`config.mk`:
```
export PLATFORM = sky130hd
export DESIGN_NAME = packet_former_flat
export DESIGN_NICKNAME = d
export VERILOG_FILES = /design/src/rtl/packet_former_pkg.sv /design/src/rtl/packet_former_if.sv /design/src/rtl/pf_fifo_reader.sv /design/src/rtl/packet_former.sv /design/src/flat_wrapper.sv
export SDC_FILE = /design/constraint.sdc
export NUM_CORES = 1
export LEC_CHECK = 0
export CAP_MARGIN = 20
export CORE_MARGIN = 3
export CORE_UTILIZATION = 50
export DETAILED_ROUTE_END_ITERATION = 8
export GPL_TIMING_DRIVEN = 0
export PLACE_DENSITY_LB_ADDON = 0.12
export SLEW_MARGIN = 15
export SYNTH_ARGS = -nofsm -noshare
export SYNTH_HDL_FRONTEND = slang
export SYNTH_SLANG_ARGS = --single-unit
```
`constraint.sdc`:
```
create_clock -name clk -period 3.4 [get_ports clk]
set_input_delay 0.34 -clock clk [delete_from_list [all_inputs] [get_ports clk]]
set_output_delay 0.34 -clock clk [all_outputs]
set_load 0.02 [all_outputs]
```
`src/rtl/packet_former_pkg.sv`:
```
// Shared definitions for the packet former.
//   - Arbiter/FIFO sizing constants (BUFF_SIZE) and packet framing defaults.
//   - Channel codes as presented by the arbiter on rdy_cnl.
//   - FSM state encodings of the framing controller.
//   - Helpers: channel-code normalisation and header byte construction.
package packet_former_pkg;

  localparam int         BUFF_SIZE       = 4;
  localparam int         PAYLOAD_LEN_DEF = BUFF_SIZE * 4 - 1;
  localparam logic [7:0] SYNC_BYTE_DEF   = 8'hA5;
  localparam int         SETTLE_CYC_DEF  = 2;

  typedef enum logic [1:0] {
    CH_EMPTY = 2'b00,
    CH_1     = 2'b01,
    CH_2     = 2'b10
  } ch_e;

  typedef enum logic [3:0] {
    S_SETTLE = 4'd0,
    S_LATCH  = 4'd1,
    S_SYNC   = 4'd2,
    S_HDR    = 4'd3,
    S_P_RD   = 4'd4,
    S_P_CAP  = 4'd5,
    S_P_SEND = 4'd6,
    S_CSUM   = 4'd7,
    S_NXT    = 4'd8
  } state_e;

  // Code 11 carries no channel and is framed as an empty packet.
  function automatic ch_e norm_ch(input logic [1:0] code);
    case (code)
      2'b01:   return CH_1;
      2'b10:   return CH_2;
      default: return CH_EMPTY;
    endcase
  endfunction

  function automatic logic [7:0] hdr_byte(input ch_e ch);
    return {6'b0, ch};
  endfunction

endpackage

```
`src/rtl/packet_former_if.sv`:
```
// Byte-wide valid/ready stream toward the line transmitter.
//   tx_data  : framed byte
//   tx_valid : tx_data is valid
//   tx_ready : sink accepts the byte when tx_valid && tx_ready
// master = packet former side, slave = line transmitter side.
interface packet_former_if;
  logic [7:0] tx_data;
  logic       tx_valid;
  logic       tx_ready;

  modport master (output tx_data, output tx_valid, input  tx_ready);
  modport slave  (input  tx_data, input  tx_valid, output tx_ready);
endinterface

```
`src/rtl/pf_fifo_reader.sv`:
```
// FIFO read side of the packet former.
//   clk               : system clock
//   ch                : latched channel of the packet in progress
//   rd_en             : issue one read strobe to the selected FIFO
//   cap_en            : capture the selected FIFO's read data into the hold reg
//   clr               : clear the hold reg (start of packet)
//   f1_data, f2_data  : FIFO read data, valid the cycle after the strobe
//   f1_rd, f2_rd      : FIFO read strobes (never both high)
//   cap_byte          : selected FIFO data this cycle (zero for empty packets)
//   hold_data         : byte presented as payload
module pf_fifo_reader
  import packet_former_pkg::*;
(
  input  logic       clk,
  input  ch_e        ch,
  input  logic       rd_en,
  input  logic       cap_en,
  input  logic       clr,
  input  logic [7:0] f1_data,
  input  logic [7:0] f2_data,
  output logic       f1_rd,
  output logic       f2_rd,
  output logic [7:0] cap_byte,
  output logic [7:0] hold_data
);

  logic [7:0] hold_q;
  logic [7:0] hold_d;

  always_comb begin
    f1_rd = rd_en && (ch == CH_1);
    f2_rd = rd_en && (ch == CH_2);

    case (ch)
      CH_1:    cap_byte = f1_data;
      CH_2:    cap_byte = f2_data;
      default: cap_byte = 8'h00;
    endcase

    // Cleared at the start of every packet so empty packets send zeros
    // without ever touching the capture path.
    hold_d = hold_q;
    if (clr) begin
      hold_d = 8'h00;
    end else if (cap_en) begin
      hold_d = cap_byte;
    end
  end

  always_ff @(posedge clk) begin
    hold_q <= hold_d;
  end

  assign hold_data = hold_q;

endmodule

```
`src/rtl/packet_former.sv`:
```
// Packet former: frames one packet per arbiter grant as
//   SYNC_BYTE, header {6'b0, ch}, PAYLOAD_LEN payload bytes, checksum
// where checksum = XOR of header and payload. Pulses next when done.
//   clk, rst          : clock, asynchronous active-high reset
//   rdy_cnl           : arbiter channel code, sampled once per packet
//   next              : one-cycle pulse after the checksum byte is accepted
//   f1_rd, f2_rd      : FIFO read strobes
//   f1_data, f2_data  : FIFO read data
//   tx                : byte stream to the line transmitter (master side)
module packet_former
  import packet_former_pkg::*;
#(
  parameter int         PAYLOAD_LEN = PAYLOAD_LEN_DEF,
  parameter logic [7:0] SYNC_BYTE   = SYNC_BYTE_DEF,
  parameter int         SETTLE_CYC  = SETTLE_CYC_DEF
) (
  input  logic                   clk,
  input  logic                   rst,
  input  logic [1:0]             rdy_cnl,
  output logic                   next,
  output logic                   f1_rd,
  output logic                   f2_rd,
  input  logic [7:0]             f1_data,
  input  logic [7:0]             f2_data,
  packet_former_if.master        tx
);

  localparam int SET_W = (SETTLE_CYC > 1) ? $clog2(SETTLE_CYC) : 1;
  localparam int CNT_W = $clog2(PAYLOAD_LEN + 1);
  localparam logic [SET_W-1:0] SETTLE_LAST = SET_W'(SETTLE_CYC - 1);
  localparam logic [CNT_W-1:0] CNT_LAST    = CNT_W'(PAYLOAD_LEN);

  state_e           state_q, state_d;
  logic [SET_W-1:0] settle_q, settle_d;
  logic [CNT_W-1:0] cnt_q, cnt_d;
  logic [7:0]       csum_q, csum_d;
  ch_e              ch_q, ch_d;

  logic       tx_valid;
  logic [7:0] tx_data;
  logic       accept;
  logic [7:0] cap_byte;
  logic [7:0] hold_data;
  logic [CNT_W-1:0] cnt_inc;

  pf_fifo_reader u_reader (
    .clk       (clk),
    .ch        (ch_q),
    .rd_en     (state_q == S_P_RD),
    .cap_en    (state_q == S_P_CAP),
    .clr       (state_q == S_LATCH),
    .f1_data   (f1_data),
    .f2_data   (f2_data),
    .f1_rd     (f1_rd),
    .f2_rd     (f2_rd),
    .cap_byte  (cap_byte),
    .hold_data (hold_data)
  );

  // Outputs decode straight from the state register, so an asynchronous
  // reset drops tx_valid/next/strobes in the same cycle.
  always_comb begin
    tx_valid = 1'b0;
    tx_data  = 8'h00;
    next     = 1'b0;
    case (state_q)
      S_SYNC:   begin tx_valid = 1'b1; tx_data = SYNC_BYTE;       end
      S_HDR:    begin tx_valid = 1'b1; tx_data = hdr_byte(ch_q);  end
      S_P_SEND: begin tx_valid = 1'b1; tx_data = hold_data;       end
      S_CSUM:   begin tx_valid = 1'b1; tx_data = csum_q;          end
      S_NXT:    next = 1'b1;
      default:  ;
    endcase
  end

  assign tx.tx_valid = tx_valid;
  assign tx.tx_data  = tx_data;
  assign accept      = tx_valid && tx.tx_ready;
  assign cnt_inc     = cnt_q + CNT_W'(1);

  always_comb begin
    state_d  = state_q;
    settle_d = settle_q;
    cnt_d    = cnt_q;
    csum_d   = csum_q;
    ch_d     = ch_q;
    case (state_q)
      S_SETTLE: begin
        // Gives the arbiter time to update rdy_cnl after the last next pulse.
        if (settle_q == SETTLE_LAST) begin
          settle_d = '0;
          state_d  = S_LATCH;
        end else begin
          settle_d = settle_q + SET_W'(1);
        end
      end
      S_LATCH: begin
        ch_d    = norm_ch(rdy_cnl);
        csum_d  = hdr_byte(norm_ch(rdy_cnl));
        cnt_d   = '0;
        state_d = S_SYNC;
      end
      S_SYNC: begin
        if (accept) state_d = S_HDR;
      end
      S_HDR: begin
        if (accept) state_d = (ch_q != CH_EMPTY) ? S_P_RD : S_P_SEND;
      end
      S_P_RD: begin
        state_d = S_P_CAP;
      end
      S_P_CAP: begin
        csum_d  = csum_q ^ cap_byte;
        state_d = S_P_SEND;
      end
      S_P_SEND: begin
        if (accept) begin
          cnt_d = cnt_inc;
          if (cnt_inc == CNT_LAST) begin
            state_d = S_CSUM;
          end else begin
            state_d = (ch_q != CH_EMPTY) ? S_P_RD : S_P_SEND;
          end
        end
      end
      S_CSUM: begin
        if (accept) state_d = S_NXT;
      end
      S_NXT: begin
        state_d = S_SETTLE;
      end
      default: begin
        state_d = S_SETTLE;
      end
    endcase
  end

  always_ff @(posedge clk or posedge rst) begin
    if (rst) begin
      state_q  <= S_SETTLE;
      settle_q <= '0;
      cnt_q    <= '0;
      csum_q   <= 8'h00;
      ch_q     <= CH_EMPTY;
    end else begin
      state_q  <= state_d;
      settle_q <= settle_d;
      cnt_q    <= cnt_d;
      csum_q   <= csum_d;
      ch_q     <= ch_d;
    end
  end

endmodule

```
`src/flat_wrapper.sv`:
```
// flat-port wrapper written by rule: the top's interface ports become plain ports
module packet_former_flat import packet_former_pkg::*;
#(
  parameter int         PAYLOAD_LEN = PAYLOAD_LEN_DEF,
  parameter logic [7:0] SYNC_BYTE   = SYNC_BYTE_DEF,
  parameter int         SETTLE_CYC  = SETTLE_CYC_DEF
)
  (clk, rst, rdy_cnl, next, f1_rd, f2_rd, f1_data, f2_data, tx_tx_data, tx_tx_valid, tx_tx_ready);
  packet_former_if tx_i ();
  input  logic clk;
  input  logic rst;
  input  logic [1:0] rdy_cnl;
  output logic next;
  output logic f1_rd;
  output logic f2_rd;
  input  logic [7:0] f1_data;
  input  logic [7:0] f2_data;
  output wire logic [$bits(tx_i.tx_data)-1:0] tx_tx_data;
  output wire logic [$bits(tx_i.tx_valid)-1:0] tx_tx_valid;
  input wire logic [$bits(tx_i.tx_ready)-1:0] tx_tx_ready;
  assign tx_tx_data = tx_i.tx_data;
  assign tx_tx_valid = tx_i.tx_valid;
  assign tx_i.tx_ready = tx_tx_ready;
  packet_former #(.PAYLOAD_LEN(PAYLOAD_LEN), .SYNC_BYTE(SYNC_BYTE), .SETTLE_CYC(SETTLE_CYC)) u_core (.clk(clk), .rst(rst), .rdy_cnl(rdy_cnl), .next(next), .f1_rd(f1_rd), .f2_rd(f2_rd), .f1_data(f1_data), .f2_data(f2_data), .tx(tx_i));
endmodule
```
After elaboration in Yosys (flattened, before gate mapping)
Cells that the tools add are included.
{"block": "word_totals", "in_bits": 21, "output_inout_bits": 12, "elab_cells": 54, "register_bits": 27}
{"block": "op_classes", "n_mux": 17, "n_addsub": 2, "reduce_logical": 10, "n_bitwise": 1, "n_eq_ne": 18}
{"cell": "$pmux 4 s8", "n": 1}
{"cell": "$pmux 8 s2", "n": 2}
{"cell": "$pmux 8 s4", "n": 1}
{"cell": "$mux 4", "n": 7}
{"cell": "$eq 4x3->1 const B", "n": 4}
{"cell": "$ne 2x1->1 const B", "n": 5}
{"cell": "$eq 4x2->1 const B", "n": 2}
{"cell": "$eq 4x4->1 const B", "n": 2}
{"cell": "$pmux 4 s2", "n": 1}
{"cell": "$xor 8x8->8", "n": 1}
{"cell": "$reduce_bool 2->1", "n": 3}
{"cell": "$reduce_and 5->1", "n": 1}
{"cell": "$add 4x1->4 const B", "n": 1}
{"cell": "$eq 2x1->1 const B", "n": 2}
{"cell": "$eq 2x2->1 const B", "n": 2}
{"cell": "$eq 4x1->1 const B", "n": 1}
{"cell": "$logic_not 4->1", "n": 1}
{"cell": "$pmux 2 s2", "n": 1}
{"cell": "$reduce_or 4->1", "n": 1}
{"cell": "$logic_and 1x1->1", "n": 3}
{"cell": "$mux 1", "n": 3}
{"cell": "$mux 2", "n": 1}
{"cell": "$reduce_and 2->1", "n": 1}
{"cell": "$add 1x1->1 const B", "n": 1}

Longest topological paths before layout
{"block": "logic_depth", "depth_word": 6, "mapped_depth": 7, "mapped_depth_nobuf": 6}

Modules after synthesis
From an unflattened synthesis, not the netlist that was laid out.
{"block": "unflattened", "cells_unflattened": 194, "hier_area_um2": 1740.4}
{"mod": "packet_former", "seq_area_each_um2": 475.5, "area_each_um2": 1293.7, "instances": 1, "cells_per_inst": 141}
{"mod": "pf_fifo_reader", "seq_area_each_um2": 160.2, "area_each_um2": 446.7, "instances": 1, "cells_per_inst": 53}

Least setup slack after synthesis
No wires, ideal clock.
{"block": "synth_path", "kind": "register to output", "startpoint": "register u_core.state_q[0]", "endpoint": "output port next", "n_path_buf": 2, "slack_ns": 1.557, "arrival_time_ns": 1.503, "stages_incl_launch_ff": 4, "required_ns": 3.060, "path_cell_list": "dfrtp_1 -> buf_2 -> clkbuf_1 -> nor4b_1"}
{"block": "synth_via", "elab_chain_cells": 2}
{"item": "start, declared", "line": "packet_former.sv:33", "text": "state_e state_q, state_d;"}
{"item": "start signal, assigned", "line": "packet_former.sv:146", "text": "state_q <= state_d;"}
{"item": "$eq 4x4->1", "line": "packet_former.sv:66", "text": "case (state_q)"}
{"item": "$mux 1", "line": "packet_former.sv:66"}
{"item": "end, declared", "line": "flat_wrapper.sv:13", "text": "output logic next;"}
Every way passes these cells.

Final worst setup path
{"block": "layout_path", "startpoint": "register u_core.state_q[2]", "endpoint": "output port tx_tx_data[0]"}
{"block": "layout_via", "elab_chain_cells": 2, "word_cells_on_any_way": 5, "cone_classes": "eq/ne: 4; mux: 1"}
{"item": "$eq 4x3->1 / $eq 4x2->1 (equally long branches)", "line": "packet_former.sv:66"}
{"item": "$pmux 8 s4 (*)", "line": "packet_former.sv:66"}
{"item": "end, declared", "line": "flat_wrapper.sv:18", "text": "output wire logic [$bits(tx_i.tx_data)-1:0] tx_tx_data;"}
Mark *: on every way between the ends. The rest lies on a longest branch, timed or not.

==> out/qor.yml <==
post_cts_resized: 0
ys_top_cells_by_area: "dfrtp_1 30%, dfxtp_1 10%, nand2_1 5.9%"
p_leak_nw: 0.835
drv_cap: 0
core_mm2: 0.00290
startpoint_type: "flop"
dp_hpwl_um: 2910
clk_transition_reported_paths_ps: 170
drt-pass1-iter-count: 4
path_class: "reg2out"
grt_pass1_wl_um: 6820
critPathTopFamily: "buffers and inverters"
ios: 33
dp_cells: 262
die_area_mm2: 0.00392
r2r-end: "u_core.csum_q[5]"
drc: 0
layout_commonest_cell: "clkdlybuf4s50_1"
antenna_found_initial: 0
grtUsageTotal_pct: 21.6
routedWlPerCell_um: 15.2
vdd_drop_max_mv: 0.359
place.gp.congestion: 0.823
layout-drive-gt1-share_pct: 6.25
holdBufCountCts: 0
cts-buffers-inserted: 3
synth_ff_type: "dfrtp_1"
synth_nets: 214
drv_slew: 0
reg2reg_from: "u_core.ch_q[1]"
routed_via_density: 5.53
syn_to_final_growth_pct: 25.1
ant_nets: 0
num_vias: 1472
holdCritPathClass: "in2async"
root_buffer: "clkbuf_4"
worst_ep_arrival_time_ps: 2340
synthArstFlopShare_pct: 70.4
ys_types: 43
final_cells: 266
path_buf_inv: 3
cts_tree: "built"
htreeDepth: 1
initial_core_util_pct: 55.3
synth_edf_count: 0
setup_violations: 0
min_period_over_period_pct: 78.8
synth_area_per_cell_um2: 8.53
die_w_um: 62.6
port_buffers: 32
nets: 251
n_antenna_cell: 0
cts_buffer_depth: 2
slew_headroom_pct: 47.6
synth_area_leader_cell: "dfrtp_1"
ys_ff_latch: 27
grt_max_degree: 20
hold_violations: 0
crit_chain: "buf_2, clkbuf_1, mux2i_1, a211oi_1, clkdlybuf4s50_1"
rows: 19
ys_seq_area_share_pct: 39.6
drtIter0Drc: 101
cts_setup_buffers: 0
worstPathRequired_ps: 3060
status: "finished, final reports clean"
slowest_delay_ps: 660
netlist_instances: 188
routed_wl_um: 4050
grt_remaining_overflow: 0
insertion_delay_ps: 360
fin_crit_ps: 2680
cellPowerDensity_mw_per_mm2: 805
fp.dieH_um: 62.6
synth_top_area_share_pct: 29.6
worst-r2r-cell-count: 7
fin_skew_ps: 24.4
syn_area_mm2: 0.00160
clock-sinks: 27
tightest_slew_ps: 786
cp_slowest_cell: "clkdlybuf4s50_1"
worst-path-max-fanout: 10
end_kind: "output pin"
grt_pass1_vias: 1472
yosysWarnings: 0
rsz0062_at_grt: "no"
max_freq_ghz: 0.373
r2r_setup_slack_ps: 1480
final.setup.tns_ps: 0
final_cell_mix: "32 x clkdlybuf4s50_1, 25 x nand2_1, 19 x dfrtp_1"
[report_power, final]
part	internal [mW]	leakage, nW	switching (mW)
Combinational	0.384	0.509	0.564
Sequential	0.432	0.312	0.0817
Clock	0.0452	0.0139	0.109
Total	0.861	0.835	0.755
[kinds of logic (layout without fill, tap and decap cells)]
| kind of cell | count (synthesis) | in the layout | synth area share, % |
|---|---|---|---|
| multiplexers | 4 | 4 | 2.50 |
| XOR/XNOR | 4 | 4 | 2.18 |
| buffers and inverters | 24 | 60 | 6.79 |
| flip-flops | 27 | 27 | 39.6 |
| AND/OR/NAND/NOR | 62 | 62 | 20.7 |
| AO/OA/AOI/OAI | 62 | 62 | 24.3 |
| adder cells (fa/ha/maj) | 5 | 5 | 3.90 |
[how the worst max path moves through the flow]
stage	start	end	slack, ps	depth (start not counted)
after global placement	u_core.state_q[2]	tx_tx_data[0]	1120	5
after global routing	u_core.state_q[2]	tx_tx_data[0]	490	5
after detailed placement	u_core.state_q[2]	tx_tx_data[0]	1100	5
after floorplan	u_core.state_q[0]	next	1560	3
final	u_core.state_q[2]	tx_tx_data[0]	720	5
after CTS	u_core.state_q[2]	tx_tx_data[0]	710	5
[sequential cells by signal, summed over array words and instances, names as in the netlist]
name                       cells
u_core.ch_q                    2
u_core.cnt_q                   4
u_core.csum_q                  8
u_core.settle_q                1
u_core.state_q                 4
u_core.u_reader.hold_data      8
[layer usage]
metal	wire [µm]	vias to the layer above	global-route usage, %
met1	1820	686	28.1
li1	-	736	-
met4	40	0	9.09
met5	0	-	0
met2	1980	47	35.8
met3	211	3	2.88
[per-stage QoR]
stage | total power, mW | cell area, µm² | setup WS (ps) | utilization (%) | hold slack (ps)
detailed placement | 1.45 | 1980 | 1100 | 68.2 | 438
global route | 1.74 | 2010 | 486 | 69.2 | 467
CTS | 1.61 | 2010 | 706 | 69.2 | 423
floorplan | 1.16 | 1600 | 1560 | - | 291
global placement | 1.42 | 1980 | 1120 | 68.2 | 429
finish | 1.62 | 2010 | 720 | 69.2 | 399
[synth_stat cells, types with 4 or more instances]
cell type,instances
o21ai_0,12
clkbuf_1,6
nand3_1,4
a22o_1,6
ha_1,5
nor2_1,11
dfxtp_1,8
mux2i_1,4
a31oi_1,4
inv_1,11
a21boi_0,5
a21oi_1,11
o21ai_1,8
dfrtp_1,19
nand2_1,25
[layout make-up]
| class | count | area, µm² |
|---|---|---|
| clock buffer | 3 | 22.5 |
| multi-input combinational | 137 | 860 |
| timing repair buffer | 32 | 320 |
| tap | 42 | 52.6 |
| sequential | 27 | 636 |
| buffer | 13 | 67.6 |
| inverter | 11 | 41.3 |
| clock inverter | 1 | 7.51 |
| fill | 257 | 893 |
No activity file was read; power rests on OpenSTA's default activity.
